[src/rtl/seq_restoring_divider_if.sv]
// Start/done handshake and result bus between the chip controller (master) and
// seq_restoring_divider (slave).
interface seq_restoring_divider_if #(
    parameter int WIDTH = 32
);
    logic             Start;
    logic [WIDTH-1:0] Dividend;
    logic [WIDTH-1:0] Divisor;
    logic             Busy;
    logic             Done;
    logic [WIDTH-1:0] Quotient;
    logic [WIDTH-1:0] Remainder;
    logic             DivZero;
    logic             Overflow;

    modport master (
        output Start, Dividend, Divisor,
        input  Busy, Done, Quotient, Remainder, DivZero, Overflow
    );

    modport slave (
        input  Start, Dividend, Divisor,
        output Busy, Done, Quotient, Remainder, DivZero, Overflow
    );
endinterface

[src/rtl/seq_restoring_divider.sv]
// Multi-cycle restoring divider, one shift/trial-subtract step per clock, behind a start/done
// handshake. Define SIGNED_DIV_EN for two's-complement operands (truncating division).
module seq_restoring_divider #(
    parameter int WIDTH = 32,
    parameter int CNT_W = 6
) (
    input  logic                   clk,
    input  logic                   rst,
    seq_restoring_divider_if.slave div
);

    typedef enum logic [1:0] {
        S_IDLE = 2'd0,
        S_RUN  = 2'd1,
        S_FIN  = 2'd2
    } state_t;

    localparam logic [CNT_W-1:0] CNT_LOAD = CNT_W'(WIDTH);
    localparam logic [CNT_W-1:0] CNT_LAST = CNT_W'(1);

    state_t           r_state;
    state_t           w_state_nxt;
    logic             r_rst_meta;
    logic             r_rst_sync;
    logic             w_rst;
    logic             w_accept;
    logic             w_load;
    logic             w_step;
    logic             w_finish;
    logic             w_dvs_zero;
    logic [WIDTH-1:0] w_dvd_mag;
    logic [WIDTH-1:0] w_dvs_mag;
    logic [WIDTH:0]   w_shift;
    logic [WIDTH:0]   w_trial;
    logic             w_fits;
    logic [WIDTH-1:0] r_rem;
    logic [WIDTH-1:0] r_quo;
    logic [WIDTH-1:0] r_dvs;
    logic [CNT_W-1:0] r_cnt;
    logic             r_dz;
    logic             r_busy;
    logic             r_done;
    logic [WIDTH-1:0] r_quotient;
    logic [WIDTH-1:0] r_remainder;
    logic             r_divzero;

    // NOTE: sequential state uses non-blocking (<=) so every flop samples pre-edge values.
    always_ff @(posedge clk or posedge rst) begin
        if (rst) begin
            r_rst_meta <= 1'b1;
            r_rst_sync <= 1'b1;
        end else begin
            r_rst_meta <= 1'b0;
            r_rst_sync <= r_rst_meta;
        end
    end

    // Asserts with rst immediately, releases two clocks later on a clean edge.
    assign w_rst = r_rst_sync;

    assign w_dvs_zero = (div.Divisor == '0);
    assign w_accept   = (r_state == S_IDLE) && !r_busy && div.Start;

`ifdef SIGNED_DIV_EN
    logic w_dvd_neg;
    logic w_dvs_neg;
    logic w_ovf;
    logic r_neg_q;
    logic r_neg_r;
    logic r_ovf;
    logic r_overflow;

    assign w_dvd_neg = div.Dividend[WIDTH-1];
    assign w_dvs_neg = div.Divisor[WIDTH-1];
    assign w_dvd_mag = w_dvd_neg ? -div.Dividend : div.Dividend;
    assign w_dvs_mag = w_dvs_neg ? -div.Divisor : div.Divisor;
    assign w_ovf     = (div.Dividend == {1'b1, {(WIDTH-1){1'b0}}}) && (&div.Divisor);
`else
    assign w_dvd_mag = div.Dividend;
    assign w_dvs_mag = div.Divisor;
`endif

    always_ff @(posedge clk or posedge w_rst) begin
        if (w_rst) r_state <= S_IDLE;
        else       r_state <= w_state_nxt;
    end

    always_comb begin
        // NOTE: defaults first so no path leaves a combinational output unassigned (no latch).
        w_state_nxt = r_state;
        w_load      = 1'b0;
        w_step      = 1'b0;
        w_finish    = 1'b0;
        case (r_state)
            S_IDLE: begin
                if (w_accept) begin
                    w_load      = 1'b1;
                    w_state_nxt = w_dvs_zero ? S_FIN : S_RUN;
                end
            end
            S_RUN: begin
                w_step = 1'b1;
                if (r_cnt == CNT_LAST) w_state_nxt = S_FIN;
            end
            S_FIN: begin
                w_finish    = 1'b1;
                w_state_nxt = S_IDLE;
            end
            default: w_state_nxt = S_IDLE;
        endcase
    end

    assign w_shift = {r_rem, r_quo[WIDTH-1]};
    assign w_trial = w_shift - {1'b0, r_dvs};
    // Shifted remainder stays below 2*divisor: a set top bit alone means the subtraction fits.
    assign w_fits  = w_shift[WIDTH] | ~w_trial[WIDTH];

    always_ff @(posedge clk or posedge w_rst) begin
        // NOTE: datapath registers are reset too, so nothing reads X before the first operation.
        if (w_rst) begin
            r_rem <= '0;
            r_quo <= '0;
            r_dvs <= '0;
            r_cnt <= '0;
            r_dz  <= 1'b0;
        end else if (w_load) begin
            r_rem <= w_dvs_zero ? div.Dividend : '0;
            r_quo <= w_dvd_mag;
            r_dvs <= w_dvs_mag;
            r_cnt <= CNT_LOAD;
            r_dz  <= w_dvs_zero;
        end else if (w_step) begin
            r_rem <= w_fits ? w_trial[WIDTH-1:0] : w_shift[WIDTH-1:0];
            r_quo <= {r_quo[WIDTH-2:0], w_fits};
            r_cnt <= r_cnt - CNT_LAST;
        end
    end

`ifdef SIGNED_DIV_EN
    always_ff @(posedge clk or posedge w_rst) begin
        if (w_rst) begin
            r_neg_q    <= 1'b0;
            r_neg_r    <= 1'b0;
            r_ovf      <= 1'b0;
            r_overflow <= 1'b0;
        end else begin
            if (w_load) begin
                r_neg_q <= w_dvd_neg ^ w_dvs_neg;
                r_neg_r <= w_dvd_neg;
                r_ovf   <= w_ovf;
            end
            if (w_finish) r_overflow <= r_ovf & ~r_dz;
        end
    end
`endif

    always_ff @(posedge clk or posedge w_rst) begin
        if (w_rst) begin
            r_busy      <= 1'b0;
            r_done      <= 1'b0;
            r_quotient  <= '0;
            r_remainder <= '0;
            r_divzero   <= 1'b0;
        end else begin
            r_done <= w_finish;
            // Busy spans the Done cycle, which keeps Start from being accepted there.
            if (w_accept)    r_busy <= 1'b1;
            else if (r_done) r_busy <= 1'b0;
            if (w_finish) begin
                r_divzero <= r_dz;
                if (r_dz) begin
                    r_quotient  <= '1;
                    r_remainder <= r_rem;
                end else begin
`ifdef SIGNED_DIV_EN
                    r_quotient  <= r_neg_q ? -r_quo : r_quo;
                    r_remainder <= r_neg_r ? -r_rem : r_rem;
`else
                    r_quotient  <= r_quo;
                    r_remainder <= r_rem;
`endif
                end
            end
        end
    end

    assign div.Busy      = r_busy;
    assign div.Done      = r_done;
    assign div.Quotient  = r_quotient;
    assign div.Remainder = r_remainder;
    assign div.DivZero   = r_divzero;
`ifdef SIGNED_DIV_EN
    assign div.Overflow  = r_overflow;
`else
    assign div.Overflow  = 1'b0;
`endif

endmodule

[src/flat_wrapper.sv]
// flat-port wrapper written by rule: the top's interface ports become plain ports
module seq_restoring_divider_flat 
#(
    parameter int WIDTH = 32,
    parameter int CNT_W = 6
)
  (clk, rst, div_Start, div_Dividend, div_Divisor, div_Busy, div_Done, div_Quotient, div_Remainder, div_DivZero, div_Overflow);
  seq_restoring_divider_if #(.WIDTH(WIDTH)) div_i ();
  input  logic clk;
  input  logic rst;
  input wire logic [$bits(div_i.Start)-1:0] div_Start;
  input wire logic [$bits(div_i.Dividend)-1:0] div_Dividend;
  input wire logic [$bits(div_i.Divisor)-1:0] div_Divisor;
  output wire logic [$bits(div_i.Busy)-1:0] div_Busy;
  output wire logic [$bits(div_i.Done)-1:0] div_Done;
  output wire logic [$bits(div_i.Quotient)-1:0] div_Quotient;
  output wire logic [$bits(div_i.Remainder)-1:0] div_Remainder;
  output wire logic [$bits(div_i.DivZero)-1:0] div_DivZero;
  output wire logic [$bits(div_i.Overflow)-1:0] div_Overflow;
  assign div_i.Start = div_Start;
  assign div_i.Dividend = div_Dividend;
  assign div_i.Divisor = div_Divisor;
  assign div_Busy = div_i.Busy;
  assign div_Done = div_i.Done;
  assign div_Quotient = div_i.Quotient;
  assign div_Remainder = div_i.Remainder;
  assign div_DivZero = div_i.DivZero;
  assign div_Overflow = div_i.Overflow;
  seq_restoring_divider #(.WIDTH(WIDTH), .CNT_W(CNT_W)) u_core (.clk(clk), .rst(rst), .div(div_i));
endmodule
[config.mk]
export PLATFORM = sky130hd
export DESIGN_NAME = seq_restoring_divider_flat
export DESIGN_NICKNAME = d
export VERILOG_FILES = /design/src/rtl/seq_restoring_divider_if.sv /design/src/rtl/seq_restoring_divider.sv /design/src/flat_wrapper.sv
export SDC_FILE = /design/constraint.sdc
export NUM_CORES = 1
export LEC_CHECK = 0
export ABC_AREA = 1
export CAP_MARGIN = 20
export CORE_MARGIN = 1
export CORE_UTILIZATION = 50
export DETAILED_ROUTE_END_ITERATION = 16
export HOLD_SLACK_MARGIN = 0.05
export PLACE_DENSITY = 0.84
export SLEW_MARGIN = 20
export SYNTH_ARGS = -nofsm -noshare
export SYNTH_HDL_FRONTEND = slang
export SYNTH_SLANG_ARGS = --single-unit
[constraint.sdc]
create_clock -name clk -period 11.2 [get_ports clk]
set_input_delay 2.24 -clock clk [delete_from_list [all_inputs] [get_ports clk]]
set_output_delay 2.24 -clock clk [all_outputs]
set_load 0.02 [all_outputs]
==> out/metrics.yaml, run 1 <==
worst_setup_path:
  timing.rr.start: "u_core.r_quo[31]"
  crit_arrival_ps: 4840
  critPathKind: "input port to register"
  r2r_end: "u_core.r_rem[28]"
  cp_slowest_cell: "clkinv_2"
  endpoint: "u_core.r_quo[31]"
  r2r_setup_slack_ps: 8020
  reg2reg_depth: 15
  crit_top_cell: "clkinv_2"
  crit_chain: "clkdlybuf4s50_1 > nand3_2 > buf_4 > clkinv_2 > nor2_2 > clkinv_2 > o221ai_1"
  cp.depth: 7
  endpoint_kind: "register"
  startpoint: "div_Start"
  worst-path-max-fanout: 64
  slowest_delay_ps: 710
  worst_ep_required_time_ps: 11520
  critPathTopFamily: "buffers and inverters"
  cp_num_buf_inv: 4
  start_kind: "input port"
grt:
  first_global_vias: 9064
  grt_pass1_wl_mm: 44.81
  antenna_found_initial: 0
  grt.met1_usage_pct: 34.64
  globalRouteMet3Util_pct: 4.205
  grt_usage_pct: 27.97
  gr-total-overflow: 0
  grt_max_degree: 123
  grt_busiest_layer: "met2"
  use_met2_pct: 47.49
timing:
  timing.final.crit_period_ps: 4526
  fin_setup_tns_ps: 0
  slew_headroom_pct: 35.19
  finalHoldViolCount: 0
  period_share_pct: 40.41
  fmax_ghz: 0.2209
  tightest_slew_ps: 971.1
  slew_viol_final: 0
  setup-violations-final: 0
  rsz0062_at_grt: "false"
  fin_skew_ps: 8.418
hold_path:
  min_path_cells: 0
  min_path_type: "register to register"
clock_network:
  htree_levels: 4
  cts.sinks: 174
  cts-root-buf: "clkbuf_16"
  max-clock-path-buffers: 2
  cts_tree: "done"
  clk_pin_slew_ps: 70
  post_cts_resized: 0
  post_cts_buffers: 0
  clk_latency_ps: 440
  postCtsHoldBufs: 0
  cts_buffers: 17
synth:
  ys_warn_count: 0
  synth_edf_count: 0
  syn_area_mm2: 0.01013
  async_reset_ff_share_pct: 100.0
  ys_ff_latch: 174
  netlist_instances: 1359
  synth_ff_type: "dfrtp_1"
  yosysUniqueCellTypes: 39
  syn_avg_cell_area_um2: 7.454
  yosysSeqAreaShare_pct: 43.01
layout:
  diodes: 0
  final_cell_mix: "nand2_1 (370), inv_1 (211), dfrtp_1 (172)"
  drive_gt1_share_pct: 8.311
  multiInputGateArea_mm2: 0.004713
  area_growth_pct: 21.06
  regArea_mm2: 0.004357
  n_fill_cell: 1782
  final_common_cell: "nand2_1"
  instances_no_fill: 1745
  nets: 1569
floorplanning:
  start_util_pct: 51.54
  coreArea_mm2: 0.01965
  die_area_mm2: 0.02083
  die_w_um: 144.3
  row_count: 51
  dieHeight_um: 144.3
  ios: 135
placed_design:
  place_inst: 1713
  gp_congestion: 0.8937
  dp_hpwl_mm: 20.14
  portBuffers: 133
route:
  drt_iter0_markers: 641
  vias: 9307
  wl_per_cell_um: 15.87
  viasPerCell: 5.334
  first_pass_iters: 9
  finalWirelength_mm: 27.69
  drc: 0
  antenna_left: 0
job:
  maxCapViolations: 0
status:
  outcome: "finished clean"
==> metal layers <==
metal	part of all wire [%]	vias to the layer above
li1	-	4552
met1	42	4330
met2	48	342
met3	5.5	83
met4	4.2	0
met5	0	-
==> final cells by class <==
type | count | share of cell area [%]
clock buffers | 17 | 3.469
repair buffers | 141 | 11.38
flip-flops and latches | 174 | 35.53
multi-input cells | 912 | 38.43
inverters | 221 | 6.826
well taps | 265 | 2.704
clock inverters | 15 | 1.663
==> state kept, by name, summed over array words and instances, names as in the netlist <==
register              cells
u_core.r_rst_sync         1
u_core.r_rst_meta         1
u_core.r_quo             32
u_core.r_cnt              6
u_core.r_dz               1
u_core.r_dvs             32
u_core.div.Done           1
u_core.div.Quotient      32
u_core.div.Busy           1
u_core.div.DivZero        1
u_core.r_state            2
u_core.div.Remainder     32
u_core.r_rem             32
==> how the worst min path moves through the flow <==
stage,to,from,slack (ps)
final,u_core.r_rst_sync,u_core.r_rst_meta,360
after CTS,u_core.r_rst_sync,u_core.r_rst_meta,360
after detailed placement,u_core.r_rst_sync,u_core.r_rst_meta,350
after floorplan,u_core.r_rst_sync,u_core.r_rst_meta,350
after global routing,u_core.r_rst_sync,u_core.r_rst_meta,370
after global placement,u_core.r_rst_sync,u_core.r_rst_meta,350
==> cells in the mapped netlist, drive strengths merged, types with 4 or more instances <==
library cell  number  share of area, %
nor3               5              0.30
buf               16               1.0
o21bai             4              0.30
o21ai             65               3.2
xnor2             12               1.0
a31oi             32               2.0
nand4             12              0.74
inv              220               8.2
ha                34               4.2
clkbuf            37               1.4
nor4               7              0.43
o221ai            31               2.7
nand3             76               4.7
nand2            392                15
dfrtp            172                42
a21oi             89               5.2
nor2             140               5.6
==> stage by stage <==
stage | area, um^2 | setup WS, ps | util, % | hold slack (ps)
final | 12260 | 6674 | 62.40 | 358.3
after global routing | 12260 | 6533 | 62.40 | 366.1
after CTS | 12260 | 7011 | 62.37 | 360.3
after detailed placement | 11630 | 6573 | 59.17 | 349.1
after global placement | 11630 | 6656 | 59.17 | 347.4
after floorplan | 10130 | 6212 | - | 345.2
==> logic make-up (layout without fill, tap and decap cells) <==
logic type | Yosys count | count (layout) | share of synthesized area, %
compound gates | 226 | 226 | 13.70
flops | 174 | 174 | 43.01
buf+inv | 274 | 394 | 10.57
simple gates | 635 | 635 | 27.07
fa+ha+maj | 35 | 35 | 4.397
xor+xnor | 14 | 14 | 1.210
other cells | 1 | 2 | 0.03702
Power of run 1 is not shown: default switching activity piles up to over one toggle a cycle in this logic, so the estimate is an artifact.
==> run 2, diff against run 1 <==
- clock period: 11.2 -> 4.24 ns (I/O delays scaled with it)
==> run 2 against run 1 <==
  * Design area grew 0.10%
  * Global-route usage grew 0.71 points
  * Clock skew grew 3.8 ps
  * Die area is the same
  * Via count grew 0.48%
  * Core utilization grew 0.064 points
  * Cell count grew 0.23%
  * Wire length grew 2.5%
  * Sequential share of layout area is essentially flat
  * Critical path depth grew 9
  * First-iteration DRC count grew 12%
==> out/metrics.yaml, run 2 (same netlist as run 1, synthesis figures left out) <==
floorplanning:
  row_count: 51  # unchanged
  start_util_pct: 51.54  # unchanged
  die_w_um: 144.3  # unchanged
  dieHeight_um: 144.3  # unchanged
  coreArea_mm2: 0.01965  # unchanged
  die_area_mm2: 0.02083  # unchanged
  ios: 135  # unchanged
route:
  vias: 9352  # +0.48%
  viasPerCell: 5.347  # +0.25%
  antenna_left: 0  # unchanged
  first_pass_iters: 5  # -4
  drc: 0  # unchanged
  finalWirelength_mm: 28.38  # +2.5%
  wl_per_cell_um: 16.22  # +2.3%
  drt_iter0_markers: 721  # +12%
worst_setup_path:
  endpoint_kind: "register"
  timing.rr.start: "u_core.r_dvs[0]"
  r2r_setup_slack_ps: 1450  # -6570 ps
  crit_arrival_ps: 3150  # -1690 ps
  reg2reg_depth: 16  # +1
  r2r_end: "u_core.r_rem[27]"
  worst-path-max-fanout: 21  # -67%
  worst_ep_required_time_ps: 4610  # -6910 ps
  critPathKind: "register to register"
  start_kind: "register"
timing:
  tightest_slew_ps: 1089  # +118.1 ps
  slew_headroom_pct: 27.39  # -7.8 points
  setup-violations-final: 0  # unchanged
  slew_viol_final: 0  # unchanged
  fin_skew_ps: 12.22  # +3.805 ps
  period_share_pct: 65.74
  rsz0062_at_grt: "false"
  hold-worst-slack_ps: 357.8  # -0.5060 ps
  setup_slack_ps: 1453  # -5221 ps
  fmax_ghz: 0.3588
  finalHoldViolCount: 0  # unchanged
  fin_setup_tns_ps: 0  # unchanged
  timing.final.crit_period_ps: 2787
layout:
  diodes: 0  # unchanged
  regArea_mm2: 0.004357  # unchanged
  final_common_cell: "nand2_1"
  final_cell_mix: "nand2_1 (370), inv_1 (211), dfrtp_1 (172)"
  n_fill_cell: 1798  # +0.90%
  nets: 1573  # +0.25%
  final_area_mm2: 0.01228  # +0.10%
  area_growth_pct: 21.18
  multiInputGateArea_mm2: 0.004713  # unchanged
  drive_gt1_share_pct: 8.558  # +0.25 points
clock_network:
  post_cts_buffers: 0  # unchanged
  postCtsHoldBufs: 0  # unchanged
  clk_latency_ps: 440  # about the same
  max-clock-path-buffers: 2  # unchanged
  clk_pin_slew_ps: 80  # about the same
  htree_levels: 4  # unchanged
  cts_tree: "done"
  cts-root-buf: "clkbuf_16"
  cts_buffers: 17  # unchanged
  post_cts_resized: 0  # unchanged
  cts.sinks: 174  # unchanged
hold_path:
  whs_endpoint: "u_core.r_rst_sync"
  hold_start: "u_core.r_rst_meta"
  min_path_cells: 0  # unchanged
  min_path_type: "register to register"
grt:
  grt_pass1_wl_mm: 45.59  # +1.7%
  grt_max_degree: 117  # -4.9%
  gr-total-overflow: 0  # unchanged
  grt_usage_pct: 28.67  # +0.71 points
  antenna_found_initial: 0  # unchanged
  first_global_vias: 9247  # +2.0%
job:
  maxCapViolations: 0  # unchanged
placed_design:
  place_ws_ps: 1310  # -5263 ps
  dp_hpwl_mm: 21.20  # +5.3%
  place_area_mm2: 0.01166  # +0.29%
  gp_congestion: 0.9833  # +10%
  portBuffers: 133  # unchanged
status:
  outcome: "finished clean"
-- run 2: changes by cell type in the layout (fill, tap and decap cells not counted), sizes merged --
cell,change
inv,+4
clkinv,-4
clkinvlp,+1
buf,+4
bufinv,-1
-- run 2: per-stage QoR --
stage          std cells  utilization, %
6_report            1749           62.46
5_1_grt             1749           62.46
4_1_cts             1748           62.36
3_3_place_gp        1716           59.34
3_5_place_dp        1716           59.34
2_1_floorplan       1360               -
-- run 2: cell type report --
type / count / share of cell area [%]
Tap cell: 265 / 2.701
Multi-Input combinational cell: 912 / 38.40
Inverter: 221 / 6.799
Sequential cell: 174 / 35.49
Clock inverter: 15 / 1.366
Timing Repair Buffer: 145 / 11.78
Clock buffer: 17 / 3.466
-- run 2: metal layers --
metal / GRT usage (%) / up-vias / wire length (um)
met5: 0 / - / 0
met4: 16.90 / 0 / 1459
met3: 4.139 / 89 / 1595
met2: 47.24 / 376 / 13470
met1: 35.83 / 4323 / 11860
li1: - / 4564 / -
-- run 2: critical path, cell delays in order, from the launching register on --
cell and delay (ps):
dfrtp_1 420, ha_1 240, fa_1 400, inv_1 90, nand2_1 50, nand2_1 80, nand3_1 100, nand2_2 130
nand2_2 60, nand2_2 80, nand2_2 70, nand3_2 270, buf_4 340, nor2_1 70, nor2_1 110, nand2_1 70
a21oi_1 130
-- run 2: how the worst max path moves through the flow --
stage                       from          endpoint  slack [ps]  cells after the start
2_1_floorplan  u_core.r_rst_sync   u_core.div.Busy        1670                      1
3_3_place_gp     div_Divisor[16]  u_core.r_rem[11]        1320                      7
3_5_place_dp     div_Divisor[12]  u_core.r_rem[23]        1310                      7
4_1_cts          u_core.r_dvs[0]  u_core.r_rem[27]        1450                     16
5_1_grt         u_core.r_quo[31]  u_core.r_rem[30]        1230                     17
6_report         u_core.r_dvs[0]  u_core.r_rem[27]        1450                     16
Power of run 2 is left out for the same reason.
==> run 3, diff against run 2 <==
- PLACE_DENSITY: 0.84 -> 0.86
- clock period: 4.24 -> 2.3 ns (I/O delays scaled with it)
==> run 3 against run 2 <==
  * The run now ends with setup timing left
  * Core utilization grew 5.5 points
  * Design area grew 8.8%
  * Via count grew 5.9%
  * Critical path type unchanged
  * Highest routed layer unchanged
==> out/metrics.yaml, run 3 (same netlist as run 1, synthesis figures left out) <==
grt:
  grt_usage_pct: 29.41  # +0.74 points
  grt_pass1_wl_mm: 46.67  # +2.4%
  grt_max_degree: 128  # +9.4%
  first_global_vias: 9394  # +1.6%
  gr-total-overflow: 0  # unchanged
  antenna_found_initial: 0  # unchanged
route:
  finalWirelength_mm: 30.20  # +6.4%
  drt_iter0_markers: 923  # +28%
  viasPerCell: 5.377  # +0.57%
  maxUsedRoutingLayer: "met4"
  wl_per_cell_um: 16.39  # +1.0%
  met2WireLength_mm: 14.49  # +7.6%
  first_pass_iters: 6  # +1
  dr_wl_met3_mm: 1.967  # +23%
  antenna_left: 0  # unchanged
  drc: 0  # unchanged
  vias: 9905  # +5.9%
  wl_met1_mm: 12.14  # +2.4%
floorplanning:
  dieHeight_um: 144.3  # unchanged
  start_util_pct: 51.54  # unchanged
  die_area_mm2: 0.02083  # unchanged
  die_w_um: 144.3  # unchanged
  ios: 135  # unchanged
  row_count: 51  # unchanged
  coreArea_mm2: 0.01965  # unchanged
worst_setup_path:
  worst-path-max-fanout: 7  # -67%
  slowest_delay_ps: 430  # about the same
  endpoint: "u_core.r_rem[26]"
  timing.rr.start: "u_core.r_dvs[0]"
  crit_chain: "ha_2 > fa_2 > inv_2 > nand2_1 > nand2_1 > nand3_2 > nand2_2 > nand2_2 > nand2_4 > nand2_4 > nand3_4 > clkbuf_16 > nand3_1 > nand2_1 > a21oi_2"
  start_kind: "register"
  r2r_setup_slack_ps: -60  # -1510 ps
  crit_arrival_ps: 2670  # -480 ps
  crit_top_cell: "nand2_1"
  r2r_end: "u_core.r_rem[26]"
  reg2reg_depth: 15  # -1
  startpoint: "u_core.r_dvs[0]"
  critPathKind: "register to register"
  cp_slowest_cell: "dfrtp_1"
  endpoint_kind: "register"
  worst_ep_required_time_ps: 2610  # -2000 ps
timing:
  slew_headroom_pct: 53.58  # +26 points
  setup-violations-final: 10  # +10
  setup_slack_ps: -56.43  # -1509 ps
  finalHoldViolCount: 0  # unchanged
  fin_skew_ps: 8.587  # -3.637 ps
  tightest_slew_ps: 696.2  # -392.9 ps
  timing.final.crit_period_ps: 2356  # -431.0 ps
  slew_viol_final: 0  # unchanged
  period_share_pct: 102.5  # +37 points
  fmax_ghz: 0.4244  # +18%
  hold-worst-slack_ps: 337.3  # -20.43 ps
  rsz0062_at_grt: "true"
layout:
  final_cell_mix: "nand2_1 (362), inv_1 (208), dfrtp_1 (172)"
  n_fill_cell: 1590  # -12%
  drive_gt1_share_pct: 17.06  # +8.5 points
  area_growth_pct: 31.83
  multiInputGateArea_mm2: 0.005011  # +6.3%
  nets: 1666  # +5.9%
  diodes: 0  # unchanged
  final_common_cell: "nand2_1"
  regArea_mm2: 0.004357  # unchanged
status:
  outcome: "complete, but fails checks"
  violations: "setup timing"
placed_design:
  gp_congestion: 1.010  # +2.7%
  dp_hpwl_mm: 21.86  # +3.1%
  portBuffers: 133  # unchanged
clock_network:
  max-clock-path-buffers: 2  # unchanged
  clk_latency_ps: 440  # about the same
  postCtsHoldBufs: 0  # unchanged
  htree_levels: 4  # unchanged
  cts_tree: "done"
  cts-root-buf: "clkbuf_16"
  cts_buffers: 17  # unchanged
  clk_pin_slew_ps: 70  # about the same
  cts.sinks: 174  # unchanged
hold_path:
  min_path_type: "input port to async pin"
job:
  maxCapViolations: 0  # unchanged
run 3: changes by cell type in the layout (fill, tap and decap cells not counted), moves of 9 or more:
cell	before	now
ha_4	0	10
ha_1	34	23
a21oi_2	18	30
nand3_1	55	45
buf_4	10	94
a21oi_1	70	58
nand3_2	21	30
run 3: worst min path at each step:
stage | depth (start not counted) | end
after floorplan | 0 | u_core.r_rst_sync
after global placement | 0 | u_core.r_rst_sync
after detailed placement | 0 | u_core.r_rst_sync
after CTS | 2 | u_core.r_rst_meta
after global routing | 2 | u_core.r_rst_meta
final | 2 | u_core.r_rst_meta
run 3: critical path: cells and delay by family, from the launching register on:
kind / cells / cell delay [ps]
AO/OA/AOI/OAI: 1 / 60
adder cells (fa/ha/maj): 2 / 580
buffers and inverters: 2 / 250
flip-flops: 1 / 430
AND/OR/NAND/NOR: 10 / 910
run 3: area by class of cell:
class	instances	share of cell area (%)
multi-input cells	913	37.52
flip-flops and latches	174	32.62
repair buffers	237	16.72
inverters	221	6.249
clock buffers	19	3.317
well taps	265	2.483
clock inverters	13	1.077
run 3: per-stage QoR:
stage	util [%]	TNS (ps)	instances	setup slack [ps]	instance area, um^2
2_1_floorplan	-	-46200	1360	-268.6	10140
5_1_grt	67.95	-3467	1842	-209.8	13350
4_1_cts	66.28	0	1833	7.581	13030
3_3_place_gp	62.79	-2281	1798	-112.2	12340
6_report	67.95	-242.9	1842	-56.43	13350
3_5_place_dp	62.79	-3244	1798	-174.6	12340
run 3: per-layer routing:
metal | global-route usage, % | vias up
li1 | - | 4747
met1 | 36.49 | 4625
met2 | 48.81 | 437
met3 | 4.007 | 96
met4 | 17.67 | 0
met5 | 0 | -
run 3: what timing repair did:
action,in CTS,in global routing
gates resized for setup,9,50
gates cloned,2,1
pin swaps,0,13
hold endpoints to repair,0,0
endpoints found under the setup margin,33,33
setup buffers,1,9
Power of run 3 is left out for the same reason.
==> RTL edit, RTL diff (settings of run 2) <==
`CNT_W` is set to 6 in 2 places; all go to 8.
--- a/src/rtl/seq_restoring_divider.sv
+++ b/src/rtl/seq_restoring_divider.sv
@@ -4,3 +4,3 @@
     parameter int WIDTH = 32,
-    parameter int CNT_W = 6
+    parameter int CNT_W = 8
 ) (
--- a/src/flat_wrapper.sv
+++ b/src/flat_wrapper.sv
@@ -4,3 +4,3 @@
     parameter int WIDTH = 32,
-    parameter int CNT_W = 6
+    parameter int CNT_W = 8
 )
Check against the original RTL: no difference found for any inputs over 10 cycles, from zero or initial values and one cycle with rst high; that may be too few to reach the edited logic, so the function may still have changed.
==> RTL edit against run 2 <==
- area after synthesis is 0.37% higher
- sequential cell count grew 2
- first-iteration DRC count increased by 29%
- worst setup slack got worse by 0.13 ns
- wire length increased by 1.7%
- cell area rose by 0.20%
- via count up 2.1%
- global-route usage hardly changed
Power is left out: it rests on default switching activity, and per cell area and clock period it moved more than threefold.
==> RTL edit: results <==
group,metric,value,unit
run_status,status,"finished, final reports clean",
final_layout,final-clk-cell-share,0.0481,
global_route,grt_pass1_vias,9099,
global_route,grt_max_degree,74,
sta,worst_slew_pin_slew,1.00,ns
sta,clock_skew,0.0107,ns
yosys,synth_common_cells,"370 x nand2_1, 217 x inv_1, 174 x dfrtp_1, 138 x nor2_1, 85 x a21oi_1",
final_layout,multi_input_cells,936,
yosys,synth_xor_area_frac,0.0121,
route,wl_met1,12200,um
yosys,ys_ff_latch,176,
yosys,synth-compound-area-share,0.137,
route,first_pass_iters,7,
setup_path,worstSetupEndpoint,"u_core.r_rem[25]",
route,drt_iter0_drc,931,
sta,min_period,2.92,ns
global_route,grtUsageMet3,0.0464,
final_layout,nClkBuffers,21,
setup_path,critPathArrivalTime,3.23,ns
final_layout,drive_above_1_share,0.0627,
placement,placedCellCount,1747,
final_layout,fin_util,0.624,
route,routed_wl,28900,um
setup_path,worstPathMaxFanout,27,
global_route,grt_pass1_wl,45700,um
placement,place.gp.congestion,0.920,
setup_path,r2r_start,"u_core.r_quo[31]",
global_route,grt_use_total,0.287,
setup_path,critPathLaunch,"u_core.r_quo[31]",
placement,postPlaceCellArea,11700,um^2
route,met3WireLength,1990,um
final_layout,multi_input_area,4680,um^2
sta,fin_worst_hold_slack,0.328,ns
route,wl_met2,13700,um
RTL edit: worst max-delay path, cell delays in order (launching register included):
cell	delay [ns]
dfrtp_1	0.34
inv_1	0.10
ha_1	0.24
fa_1	0.42
inv_1	0.11
nand2_1	0.06
nand2_1	0.07
nand3_1	0.08
nand2_2	0.15
nand2_2	0.07
nand2_2	0.08
nand2_2	0.07
nand3_2	0.22
buf_4	0.41
nand3_1	0.20
nand2_1	0.11
a21oi_1	0.06
RTL edit: cells by family (layout without fill, tap and decap cells):
family                     Yosys count  after routing
AOI/OAI and AO/OA                  243            243
xor gates and xnor gates            14             14
adders and majority gates           35             35
buffers and inverters              280            402
DFF                                176            176
other                                1              2
and+or+nand+nor                    642            642
